===== src/rtl/machine_timer_if.sv =====
// Peripheral-bus request/response bundle for the machine timer.
// The master drives requests; the slave (the timer) returns one response per accepted request.
interface machine_timer_if;
  logic        req_valid;
  logic        req_ready;
  logic        req_write;
  logic [4:0]  req_addr;
  logic [31:0] req_wdata;
  logic [3:0]  req_be;
  logic        resp_valid;
  logic [31:0] resp_rdata;
  logic        resp_error;

  modport master (
    output req_valid, req_write, req_addr, req_wdata, req_be,
    input  req_ready, resp_valid, resp_rdata, resp_error
  );

  modport slave (
    input  req_valid, req_write, req_addr, req_wdata, req_be,
    output req_ready, resp_valid, resp_rdata, resp_error
  );
endinterface


===== src/rtl/machine_timer.sv =====
// Memory-mapped 64-bit mtime/mtimecmp timer with tear-free HI reads and a level interrupt.
// Optional 16-bit tick prescaler at offset 0x10 when MACHINE_TIMER_PRESCALER_EN is defined.
module machine_timer #(
  parameter logic [63:0] RESET_MTIMECMP = 64'hFFFF_FFFF_FFFF_FFFF
) (
  input  logic               clk,
  input  logic               rst,
  machine_timer_if.slave     bus,
  output logic               timer_interrupt_request,
  output logic [63:0]        mtime_out
);

  localparam logic [2:0] W_MTIME_LO    = 3'd0;
  localparam logic [2:0] W_MTIME_HI    = 3'd1;
  localparam logic [2:0] W_MTIMECMP_LO = 3'd2;
  localparam logic [2:0] W_MTIMECMP_HI = 3'd3;
`ifdef MACHINE_TIMER_PRESCALER_EN
  localparam logic [2:0] W_PRESC       = 3'd4;
`endif

  function automatic logic [31:0] merge_bytes(
    input logic [31:0] old_val,
    input logic [31:0] new_val,
    input logic [3:0]  be
  );
    logic [31:0] res;
    for (int i = 0; i < 4; i++) begin
      res[i*8 +: 8] = be[i] ? new_val[i*8 +: 8] : old_val[i*8 +: 8];
    end
    return res;
  endfunction

  logic [63:0] mtime_r;
  logic [63:0] mtimecmp_r;
  logic [31:0] hi_shadow_r;
  logic        resp_valid_r;
  logic [31:0] resp_rdata_r;
  logic        resp_error_r;
  logic        irq_r;

  logic [2:0]  word_s;
  logic        mapped_s;
  logic        legal_s;
  logic        wr_s;
  logic        rd_s;
  logic        wr_mtime_lo_s;
  logic        wr_mtime_hi_s;
  logic        wr_cmp_lo_s;
  logic        wr_cmp_hi_s;
  logic        rd_mtime_lo_s;
  logic        tick_s;
  logic [31:0] rdata_s;
  logic [63:0] mtime_next_s;
  logic [63:0] mtimecmp_next_s;

`ifdef MACHINE_TIMER_PRESCALER_EN
  logic [15:0] presc_r;
  logic [15:0] presc_cnt_r;
  logic        wr_presc_s;
  logic [31:0] presc_merged_s;
`endif

  // Address decode and request qualification
  always_comb begin
    word_s   = bus.req_addr[4:2];
    mapped_s = 1'b0;
    case (word_s)
      W_MTIME_LO, W_MTIME_HI, W_MTIMECMP_LO, W_MTIMECMP_HI: mapped_s = 1'b1;
`ifdef MACHINE_TIMER_PRESCALER_EN
      W_PRESC: mapped_s = 1'b1;
`endif
      default: mapped_s = 1'b0;
    endcase
    legal_s       = (bus.req_addr[1:0] == 2'b00) && mapped_s;
    wr_s          = bus.req_valid && bus.req_write && legal_s;
    rd_s          = bus.req_valid && !bus.req_write && legal_s;
    wr_mtime_lo_s = wr_s && (word_s == W_MTIME_LO);
    wr_mtime_hi_s = wr_s && (word_s == W_MTIME_HI);
    wr_cmp_lo_s   = wr_s && (word_s == W_MTIMECMP_LO);
    wr_cmp_hi_s   = wr_s && (word_s == W_MTIMECMP_HI);
    rd_mtime_lo_s = rd_s && (word_s == W_MTIME_LO);
  end

  // Read data mux; MTIME_HI returns the shadow captured by the last LO read
  always_comb begin
    rdata_s = 32'd0;
    case (word_s)
      W_MTIME_LO:    rdata_s = mtime_r[31:0];
      W_MTIME_HI:    rdata_s = hi_shadow_r;
      W_MTIMECMP_LO: rdata_s = mtimecmp_r[31:0];
      W_MTIMECMP_HI: rdata_s = mtimecmp_r[63:32];
`ifdef MACHINE_TIMER_PRESCALER_EN
      W_PRESC:       rdata_s = {16'd0, presc_r};
`endif
      default:       rdata_s = 32'd0;
    endcase
  end

`ifdef MACHINE_TIMER_PRESCALER_EN
  // Prescaler tick: fires when the count reaches PRESC, suppressed on a PRESC write
  always_comb begin
    wr_presc_s     = wr_s && (word_s == W_PRESC);
    presc_merged_s = merge_bytes({16'd0, presc_r}, bus.req_wdata, {2'b00, bus.req_be[1:0]});
    if (wr_presc_s) begin
      tick_s = 1'b0;
    end else begin
      tick_s = (presc_cnt_r == presc_r);
    end
  end

  // Prescaler register and count
  always_ff @(posedge clk) begin
    if (rst) begin
      presc_r     <= 16'd0;
      presc_cnt_r <= 16'd0;
    end else if (wr_presc_s) begin
      presc_r     <= presc_merged_s[15:0];
      presc_cnt_r <= 16'd0;
    end else if (presc_cnt_r == presc_r) begin
      presc_cnt_r <= 16'd0;
    end else begin
      presc_cnt_r <= presc_cnt_r + 16'd1;
    end
  end
`else
  assign tick_s = 1'b1;
`endif

  // Next mtime: a write to either half stores exactly and suppresses the tick
  always_comb begin
    mtime_next_s = mtime_r;
    if (wr_mtime_lo_s) begin
      mtime_next_s = {mtime_r[63:32], merge_bytes(mtime_r[31:0], bus.req_wdata, bus.req_be)};
    end else if (wr_mtime_hi_s) begin
      mtime_next_s = {merge_bytes(mtime_r[63:32], bus.req_wdata, bus.req_be), mtime_r[31:0]};
    end else if (tick_s) begin
      mtime_next_s = mtime_r + 64'd1;
    end else begin
      mtime_next_s = mtime_r;
    end
  end

  // Next mtimecmp from byte-merged writes
  always_comb begin
    mtimecmp_next_s = mtimecmp_r;
    if (wr_cmp_lo_s) begin
      mtimecmp_next_s = {mtimecmp_r[63:32], merge_bytes(mtimecmp_r[31:0], bus.req_wdata, bus.req_be)};
    end else if (wr_cmp_hi_s) begin
      mtimecmp_next_s = {merge_bytes(mtimecmp_r[63:32], bus.req_wdata, bus.req_be), mtimecmp_r[31:0]};
    end else begin
      mtimecmp_next_s = mtimecmp_r;
    end
  end

  // Timer state, shadow and interrupt level
  always_ff @(posedge clk) begin
    if (rst) begin
      mtime_r     <= 64'd0;
      mtimecmp_r  <= RESET_MTIMECMP;
      hi_shadow_r <= 32'd0;
      irq_r       <= 1'b0;
    end else begin
      mtime_r    <= mtime_next_s;
      mtimecmp_r <= mtimecmp_next_s;
      irq_r      <= (mtime_r >= mtimecmp_r);
      if (rd_mtime_lo_s) begin
        hi_shadow_r <= mtime_r[63:32];
      end else begin
        hi_shadow_r <= hi_shadow_r;
      end
    end
  end

  // One-deep response register
  always_ff @(posedge clk) begin
    if (rst) begin
      resp_valid_r <= 1'b0;
      resp_rdata_r <= 32'd0;
      resp_error_r <= 1'b0;
    end else begin
      resp_valid_r <= bus.req_valid;
      resp_rdata_r <= rd_s ? rdata_s : 32'd0;
      resp_error_r <= bus.req_valid && !legal_s;
    end
  end

  assign bus.req_ready           = 1'b1;
  assign bus.resp_valid          = resp_valid_r;
  assign bus.resp_rdata          = resp_rdata_r;
  assign bus.resp_error          = resp_error_r;
  assign timer_interrupt_request = irq_r;
  assign mtime_out               = mtime_r;

endmodule


===== src/flat_wrapper.sv =====
// flat-port wrapper written by rule: the top's interface ports become plain ports
module machine_timer_flat 
#(
  parameter logic [63:0] RESET_MTIMECMP = 64'hFFFF_FFFF_FFFF_FFFF
)
  (clk, rst, timer_interrupt_request, mtime_out, bus_req_valid, bus_req_write, bus_req_addr, bus_req_wdata, bus_req_be, bus_req_ready, bus_resp_valid, bus_resp_rdata, bus_resp_error);
  machine_timer_if bus_i ();
  input  logic clk;
  input  logic rst;
  output logic timer_interrupt_request;
  output logic [63:0] mtime_out;
  input wire logic [$bits(bus_i.req_valid)-1:0] bus_req_valid;
  input wire logic [$bits(bus_i.req_write)-1:0] bus_req_write;
  input wire logic [$bits(bus_i.req_addr)-1:0] bus_req_addr;
  input wire logic [$bits(bus_i.req_wdata)-1:0] bus_req_wdata;
  input wire logic [$bits(bus_i.req_be)-1:0] bus_req_be;
  output wire logic [$bits(bus_i.req_ready)-1:0] bus_req_ready;
  output wire logic [$bits(bus_i.resp_valid)-1:0] bus_resp_valid;
  output wire logic [$bits(bus_i.resp_rdata)-1:0] bus_resp_rdata;
  output wire logic [$bits(bus_i.resp_error)-1:0] bus_resp_error;
  assign bus_i.req_valid = bus_req_valid;
  assign bus_i.req_write = bus_req_write;
  assign bus_i.req_addr = bus_req_addr;
  assign bus_i.req_wdata = bus_req_wdata;
  assign bus_i.req_be = bus_req_be;
  assign bus_req_ready = bus_i.req_ready;
  assign bus_resp_valid = bus_i.resp_valid;
  assign bus_resp_rdata = bus_i.resp_rdata;
  assign bus_resp_error = bus_i.resp_error;
  machine_timer #(.RESET_MTIMECMP(RESET_MTIMECMP)) u_core (.clk(clk), .rst(rst), .bus(bus_i), .timer_interrupt_request(timer_interrupt_request), .mtime_out(mtime_out));
endmodule

===== config.mk =====
export PLATFORM = sky130hd
export DESIGN_NAME = machine_timer_flat
export DESIGN_NICKNAME = d
export VERILOG_FILES = /design/src/rtl/machine_timer_if.sv /design/src/rtl/machine_timer.sv /design/src/flat_wrapper.sv
export SDC_FILE = /design/constraint.sdc
export NUM_CORES = 1
export LEC_CHECK = 0
export CAP_MARGIN = 20
export CORE_MARGIN = 8
export CORE_UTILIZATION = 60
export CTS_BUF_LIST = sky130_fd_sc_hd__clkbuf_8
export CTS_CLUSTER_DIAMETER = 200
export DETAILED_ROUTE_END_ITERATION = 10
export PLACE_DENSITY = 0.87
export SYNTH_ARGS = -nofsm -noshare
export SYNTH_HDL_FRONTEND = slang
export SYNTH_SLANG_ARGS = --single-unit

===== constraint.sdc =====
create_clock -name clk -period 7.23 [get_ports clk]
set_input_delay 1.446 -clock clk [delete_from_list [all_inputs] [get_ports clk]]
set_output_delay 1.446 -clock clk [all_outputs]
set_load 0.1 [all_outputs]

Word-level counts from Yosys, hierarchy flattened:

Index checks and enable logic that the tools add are counted.

* flip-flop bits (word level): 195
* input bits: 45
* output and inout bits: 100
* logic and storage cells: 80

* add/subtract/negate cells: 1
* order comparisons: 1
* eq/ne operators: 12
* multiplexer cells: 9
* bitwise operators: 3
* reductions and logical operators: 33

Operator list (count)
* $pmux 32 s4: 1
* $add 64x1->64 const B: 1
* $ge 64x64->1: 1
* $mux 32: 2
* $mux 64: 1
* $mux 8: 4
* $reduce_and 2->1: 12
* $ne 2x2->1 const B: 8
* $reduce_and 3->1: 4
* $logic_and 1x1->1: 11
* $eq 3x2->1 const B: 2
* $reduce_or 4->1: 1
* $eq 3x1->1 const B: 1
* $logic_not 3->1: 1
* $not 1->1: 3
* $logic_not 1->1: 2
* $logic_not 2->1: 1
* $ne 2x1->1 const B: 1
* $reduce_or 2->1: 1
* $mux 1: 1

Logic depth before layout (Yosys ltp):

Gate-level depths: netlist of run 1.

* depth in word-level cells: 8
* depth in mapped cells: 10
* gate-level depth less buffers: 8

Worst setup path before layout of run 1:

Ideal clock, no wire load.

* kind: input to register
* start point: input bus_req_addr[4]
* end point: register u_core.mtime_r[45] (netlist: u_core.mtime_out[45])
* setup time: 0.133 ns
* data arrival time: 3.236 ns
* required time: 7.097 ns
* slack: 3.861 ns
* cell stages on the path: 9
* path buffers: 3
* cell sequence: clkbuf_1 -> or3_1 -> clkbuf_1 -> nor3_2 -> clkbuf_1 -> nand2_1 -> and3_1 -> a21oi_1 -> a31oi_1

* longest elaborated chain between the ends: 8
* elaborated cells on any way between the ends: 14
* those cells by class: eq/ne (4); mux (2); bitwise (1); reduce/logical (7)

Ends and longest elaborated chain
* start: declaration: line flat_wrapper.sv:14 `input wire logic [$bits(bus_i.req_addr)-1:0] bus_req_addr;`
* $eq 3x2->1, or another cell as far along: line machine_timer.sv:67 `case (word_s)`
* $reduce_or 4->1: line machine_timer.sv:67
* $mux 1: line machine_timer.sv:67
* $logic_and 1x1->1: line machine_timer.sv:74 `legal_s = (bus.req_addr[1:0] == 2'b00) && mapped_s;`
* $logic_and 1x1->1: line machine_timer.sv:75 `wr_s = bus.req_valid && bus.req_write && legal_s;`
* $logic_and 1x1->1 (on tied branches): line machine_timer.sv:78, machine_timer.sv:77
* $ne 2x2->1 (no source line) / $not 1->1 (equally long branches)
* $reduce_and 2->1 (no source line)
* end signal: assignment: line machine_timer.sv:163 `mtime_r <= mtime_next_s;`
* end: declaration: line machine_timer.sv:33 `logic [63:0] mtime_r;`

Parallel ways exist; a longest one is shown, timed or not. The select of a mux whose other input is x is not followed.
A chain may end at the register's enable or synchronous reset.

Final worst setup path of run 1:

* start point: input bus_req_addr[2]
* end point: register u_core.mtimecmp_r[54]

* longest elaborated chain between the ends: 8
* elaborated cells on any way between the ends: 12
* those cells by class: eq/ne (3); mux (1); bitwise (1); reduce/logical (7)

Ends and longest elaborated chain
* $eq 3x2->1, or another cell as far along: line machine_timer.sv:67, machine_timer.sv:80
* $reduce_or 4->1: line machine_timer.sv:67
* $mux 1: line machine_timer.sv:67
* $logic_and 1x1->1: line machine_timer.sv:74
* $logic_and 1x1->1: line machine_timer.sv:75
* $logic_and 1x1->1: line machine_timer.sv:79 `wr_cmp_lo_s = wr_s && (word_s == W_MTIMECMP_LO);`
* $not 1->1 (no source line)
* $reduce_and 3->1 (no source line) (*)
* end signal: assignment: line machine_timer.sv:164 `mtimecmp_r <= mtimecmp_next_s;`
* end: declaration: line machine_timer.sv:34 `logic [63:0] mtimecmp_r;`

Mark *: on every way between the ends. The rest lies on a longest branch, timed or not.

==> impl_metrics.tcl, run 1 <==
set metrics [dict create \
    finalNetCount 1482 \
    ctsHoldBuffers 0 \
    hpwl_um 24800 \
    crit_family "simple AND/OR/NAND/NOR gates" \
    synth.avg_cell_area_um2 8.06 \
    power.switching_mw 0.554 \
    drc 0 \
    intPower_mw 1.42 \
    skew_ps 10.5 \
    nFillCells 1389 \
    placed_cells 1578 \
    post-route-cell-area_um2 12200 \
    drive_gt1_share_pct 4.98 \
    cts_root_buf "clkbuf_8" \
    cts_buffers 17 \
    fin_cells 1610 \
    grt_pass1_vias 10200 \
    period_share_pct 59.1 \
    die_h_um 147 \
    ioPinCount 145 \
    first_pass_iters 5 \
    drtAntennaViolNets 0 \
    syn-num-nets 1392 \
    grt_start_max_net_pins 56 \
    crit_arrival_ps 4670 \
    worst-endpoint-required_ps 7630 \
    worst_pin_slew_ps 1050 \
    dr_total_vias 11000 \
    synth_top_area_share_pct 37.8 \
    synthMuxAreaShare_pct 2.10 \
    path_cells "clkdlybuf4s50_1 > inv_1 > nor3b_2 > buf_4 > and3_1 > nand2_1 > o211ai_1" \
    cts.clk_slew.worst_paths_ps 100 \
    routabilityCongestion 0.973 \
    start_util_pct 60.5 \
    crit_type "primary input to flop" \
    maxSlewHeadroom_pct 29.9 \
    max_cap_violations 0 \
    drtIter0Drc 1668 \
    core-area_um2 17100 \
    synth_edf_count 0 \
    routed_wl_um 35700 \
    die-area_um2 21700 \
    min_path_type "flop to flop" \
    gr-usage-all-layers_pct 31.6 \
    crit_path_start_kind "primary input" \
    ys_top_cells_by_count "207 x nand2_1, 195 x dfxtp_1, 130 x a21oi_1, 74 x o211ai_1, 73 x clkbuf_1" \
    rsz0062_at_grt "false" \
    crit_fanout 16 \
    switching_share_pct 28.0 \
    synth_area_leaders "dfxtp_1 38%, ha_1 7.9%, nand2_1 7.5%" \
    clockBufferDepth 2 \
    p_seq_share_pct 55.0 \
    clockPowerShare_pct 36.7 \
    ys_ff_latch 195 \
    cts-resized-gates 0 \
    wl_per_cell_um 22.2 \
    final.min_clock_period_ps 4270 \
    synth_cells 1282 \
    cts_tree "done" \
    cpMaxStageDelayCell "clkdlybuf4s50_1" \
    syn_area_um2 10300 \
    synth_top_family_by_area "compound AO/OA/AOI/OAI gates" \
    die_w_um 147 \
    synth_flop_cell "dfxtp_1" \
    h-tree-depth 4 \
    fp-row-count 48 \
    tns_ps 0 \
    clk_latency_ps 490 \
    synth_compound_area_share_pct 24.5 \
    place_area_um2 11800 \
    critical_path_buf_inv_count 3 \
    synth_cell_types 65 \
    synth-seq-area-share_pct 37.8 \
    max_freq_mhz 234 \
    ff2ff_setup_slack_ps 3990 \
    cts_setup_buffers 0 \
    cts_sinks 195 \
    outcome "finished clean" \
    area_growth_pct 18.4 \
    hold_slack_ps 464 \
    io_buffer_count 143 \
    hold_violations 0 \
    power.leakage_nw 4.94 \
    synth-adder-area-share_pct 7.87 \
    synth.most_common_cell "nand2_1" \
    yosysTopAreaCell "dfxtp_1" \
    viasPerCell 6.84 \
    antenna_cells 0 \
    multiInputGateArea_um2 5870 \
    yosys_warnings 0 \
    async_reset_ff_share_pct 0 \
    antenna_found_initial 0 \
    finalSetupViolCount 0 \
    gr-total-overflow 0 \
    max-vdd-ir-drop_mv 0.129 \
    grt_pass1_wl_um 55300 \
    endpoint_kind "flop" \
    yosys.area_share.simple_pct 21.9 \
    synth-xor-area-share_pct 0.0848 \
    seqCellArea_um2 3900 \
    finalMaxSlewViolations 0 \
    slowest_delay_ps 920 \
    p_comb_share_pct 8.3 \
    power_density_nw_per_um2 162 \
]
==> logic make-up (layout without fill, tap and decap cells) <==
group	count (synthesis)	count (layout)
and+or+nand+nor	463	463
AOI/OAI and AO/OA	382	382
DFF	195	195
buffers and inverters	154	257
adders and majority gates	65	65
muxes	21	21
other	1	1
xor gates and xnor gates	1	1
==> worst min-delay path, delay by kind of cell, from the launching register on <==
kind             cells  cell delay [ps]
AO/OA/AOI/OAI        1               50
flip-flops           1              330
AND/OR/NAND/NOR      1               50
==> power by group through the flow <==
| stage | clock network, mW | logic [mW] | registers [mW] |
|---|---|---|---|
| floorplan | 0 | 0.0595 | 1.14 |
| global placement | 0 | 0.157 | 1.11 |
| detailed placement | 0 | 0.159 | 1.11 |
| CTS | 0.722 | 0.159 | 1.09 |
| global route | 0.764 | 0.169 | 1.09 |
| finish | 0.725 | 0.164 | 1.09 |
==> layer usage <==
layer  wire, µm  up-vias  global-route usage [%]
met1      13900     5111                    40.8
li1           -     4916                       -
met4       1740        0                    17.1
met2      15800      829                    48.2
met3       4160      161                    6.92
met5          0        -                       0
==> registers in the layout, summed over array words and instances (netlist names) <==
signal                          count
u_core.bus.resp_rdata              32
u_core.timer_interrupt_request      1
u_core.hi_shadow_r                 32
u_core.mtime_out                   64
u_core.bus.resp_valid               1
u_core.bus.resp_error               1
u_core.mtimecmp_r                  64
==> cell type report <==
class / count / share of cell area, %
multi-input combinational: 933 / 48.0
inverter: 69 / 2.12
clock inverter: 14 / 1.18
timing repair buffer: 156 / 12.5
tap: 225 / 2.30
sequential: 195 / 31.9
clock buffer: 18 / 2.03
==> final timing paths <==
check | start | to | cells after the start
min | u_core.hi_shadow_r[27] | u_core.hi_shadow_r[27] | 2
max | bus_req_addr[2] | u_core.mtimecmp_r[54] | 7
min reg2reg | u_core.hi_shadow_r[27] | u_core.hi_shadow_r[27] | 2
max reg2reg | u_core.mtime_out[0] | u_core.timer_interrupt_request | 8
==> metrics by stage <==
stage	total power [mW]	util [%]	setup WS, ps
5_1_grt	2.02	71.7	2850
6_report	1.98	71.7	2960
2_1_floorplan	1.20	-	3860
3_3_place_gp	1.27	69.4	2810
3_5_place_dp	1.27	69.4	2600
4_1_cts	1.97	71.7	3120
==> cell usage in the layout, fill, tap and decap left out, types with 5 or more instances in the layout <==
| cell | synthesis | final |
|---|---|---|
| mux2_2 | 5 | 5 |
| a221oi_1 | 10 | 10 |
| nor3_1 | 27 | 25 |
| a21oi_1 | 130 | 130 |
| dfxtp_1 | 195 | 195 |
| ha_1 | 65 | 65 |
| a211oi_1 | 17 | 17 |
| and2_1 | 9 | 9 |
| mux2i_1 | 16 | 16 |
| inv_1 | 69 | 68 |
| clkdlybuf4s50_1 | 0 | 142 |
| nor2_1 | 50 | 49 |
| nand2_1 | 207 | 207 |
| o211ai_1 | 74 | 74 |
| and4_1 | 9 | 9 |
| clkbuf_8 | 0 | 18 |
| a31oi_1 | 18 | 18 |
| nand4_1 | 33 | 33 |
| or3_1 | 6 | 6 |
| buf_4 | 1 | 13 |
| nor4_1 | 17 | 17 |
| a311oi_1 | 7 | 7 |
| and3_1 | 37 | 37 |
| a2111oi_0 | 6 | 6 |
| a21o_1 | 7 | 7 |
| nand3_1 | 40 | 40 |
| o21ai_0 | 21 | 21 |
| a22oi_1 | 64 | 64 |
(Power assumes the default switching activity.)
==> run 2: changes to the inputs <==
--- a/config.mk
+++ b/config.mk
@@ -7,11 +7,11 @@
 export LEC_CHECK = 0
 export CAP_MARGIN = 20
 export CORE_MARGIN = 8
-export CORE_UTILIZATION = 60
+export CORE_UTILIZATION = 57
 export CTS_BUF_LIST = sky130_fd_sc_hd__clkbuf_8
 export CTS_CLUSTER_DIAMETER = 200
 export DETAILED_ROUTE_END_ITERATION = 10
-export PLACE_DENSITY = 0.87
+export PLACE_DENSITY = 0.83
 export SYNTH_ARGS = -nofsm -noshare
 export SYNTH_HDL_FRONTEND = slang
 export SYNTH_SLANG_ARGS = --single-unit
==> constraint.sdc (replaced) <==
create_clock -name clk -period 4.13 [get_ports clk]
set_input_delay 0.826 -clock clk [delete_from_list [all_inputs] [get_ports clk]]
set_output_delay 0.826 -clock clk [all_outputs]
set_load 0.1 [all_outputs]
==> impl_metrics.tcl, run 2 (synthesis results as in run 1) <==
set metrics [dict create \
    max_cap_violations 0 \
    cts_sinks 195 \
    worst-endpoint-required_ps 3300 \
    first_pass_iters 6 \
    final_cell_mix "207 x nand2_1, 195 x dfxtp_1, 142 x clkdlybuf4s50_1, 130 x a21oi_1, 74 x o211ai_1" \
    maxSlewHeadroom_pct 33.0 \
    cts-resized-gates 0 \
    core-area_um2 17900 \
    layout_commonest_cell "nand2_1" \
    path_depth 1 \
    io_buffer_count 143 \
    h-tree-depth 4 \
    gr-total-overflow 0 \
    dr_total_vias 10900 \
    max-vdd-ir-drop_mv 0.185 \
    cpMaxStageDelayCell "clkdlybuf4s50_1" \
    hpwl_um 25400 \
    critical_path_buf_inv_count 1 \
    grt_start_max_net_pins 53 \
    grt_pass1_wl_um 55000 \
    max_freq_mhz 316 \
    path_cells "clkdlybuf4s50_1" \
    endpoint_kind "primary output" \
    start_util_pct 57.7 \
    routabilityCongestion 0.948 \
    min_path_type "flop to flop" \
    cts_buffers 17 \
    grt_pass1_vias 10200 \
    die_h_um 151 \
    crit_arrival_ps 2340 \
    hold_slack_ps 463 \
    crit_family "buffers and inverters" \
    worst_pin_slew_ps 1000 \
    clockBufferDepth 2 \
    drtIter0Drc 1373 \
    tns_ps 0 \
    crit_path_start_kind "flop" \
    cts.clk_slew.worst_paths_ps 110 \
    crit_type "flop to primary output" \
    placed_cells 1594 \
    routed_wl_um 35500 \
    fin_cells 1626 \
    crit_fanout 10 \
    period_share_pct 76.6 \
    ctsHoldBuffers 0 \
    finalNetCount 1494 \
    die-area_um2 22700 \
    finalSetupViolCount 0 \
    power_density_nw_per_um2 288 \
    r2r_cells 8 \
    drive_gt1_share_pct 5.65 \
    finalMaxSlewViolations 0 \
    final.min_clock_period_ps 3160 \
    area_growth_pct 19.7 \
    wl_per_cell_um 21.9 \
    power.leakage_nw 5.02 \
    hold_violations 0 \
    outcome "finished clean" \
    clk_latency_ps 480 \
    cts_setup_buffers 0 \
    cts_root_buf "clkbuf_8" \
    cts_tree "done" \
    drtAntennaViolNets 0 \
    hold_depth 2 \
    die_w_um 151 \
    viasPerCell 6.71 \
    slowest_delay_ps 1240 \
    antenna_cells 0 \
    antenna_found_initial 0 \
    rsz0062_at_grt "false" \
    fp-row-count 49 \
    skew_ps 13.4 \
    gr-usage-all-layers_pct 30.8 \
    ioPinCount 145 \
    drc 0 \
]
-- run 2: cell count changes in the layout (fill, tap and decap cells not counted), sizes merged --
cell      before  now
clkinv         4    2
clkinvlp       2    3
buf           14   26
bufinv         1    3
inv           76   75
-- run 2: final cells by class --
cell class,instances,area (µm²)
multi-input combinational,933,5860
fill,1533,5540
sequential,195,3900
timing repair buffer,168,1630
tap,229,287
inverter,69,259
clock buffer,18,248
clock inverter,14,178
-- run 2: report_power, final --
part	internal [mW]	leakage, nW	switching [mW]
Clock	0.624	0.212	0.735
Sequential	1.89	1.57	0.0161
Combinational	0.0920	3.24	0.202
-- run 2: metrics by stage --
step	util, %	setup WS, ps	instance area, µm²	power [mW]
floorplan	-	992	10300	2.10
global placement	66.7	644	11900	2.23
detailed placement	66.7	593	11900	2.23
CTS	69.1	980	12400	3.54
global route	69.1	877	12400	3.65
finish	69.1	968	12400	3.56
-- run 2: path summary, 6_finish.rpt --
path / start / slack [ps] / end
max: u_core.mtime_out[0] / 970 / mtime_out[0]
min: u_core.hi_shadow_r[24] / 460 / u_core.hi_shadow_r[24]
max reg2reg: u_core.mtime_out[0] / 1040 / u_core.timer_interrupt_request
min reg2reg: u_core.hi_shadow_r[24] / 460 / u_core.hi_shadow_r[24]
-- run 2: metal layers --
metal	track usage, %	up-vias	wire length [µm]
met2	48.6	731	16100
met5	0	-	0
li1	-	4955	-
met1	39.7	5103	14000
met4	13.3	0	1210
met3	6.88	122	4150
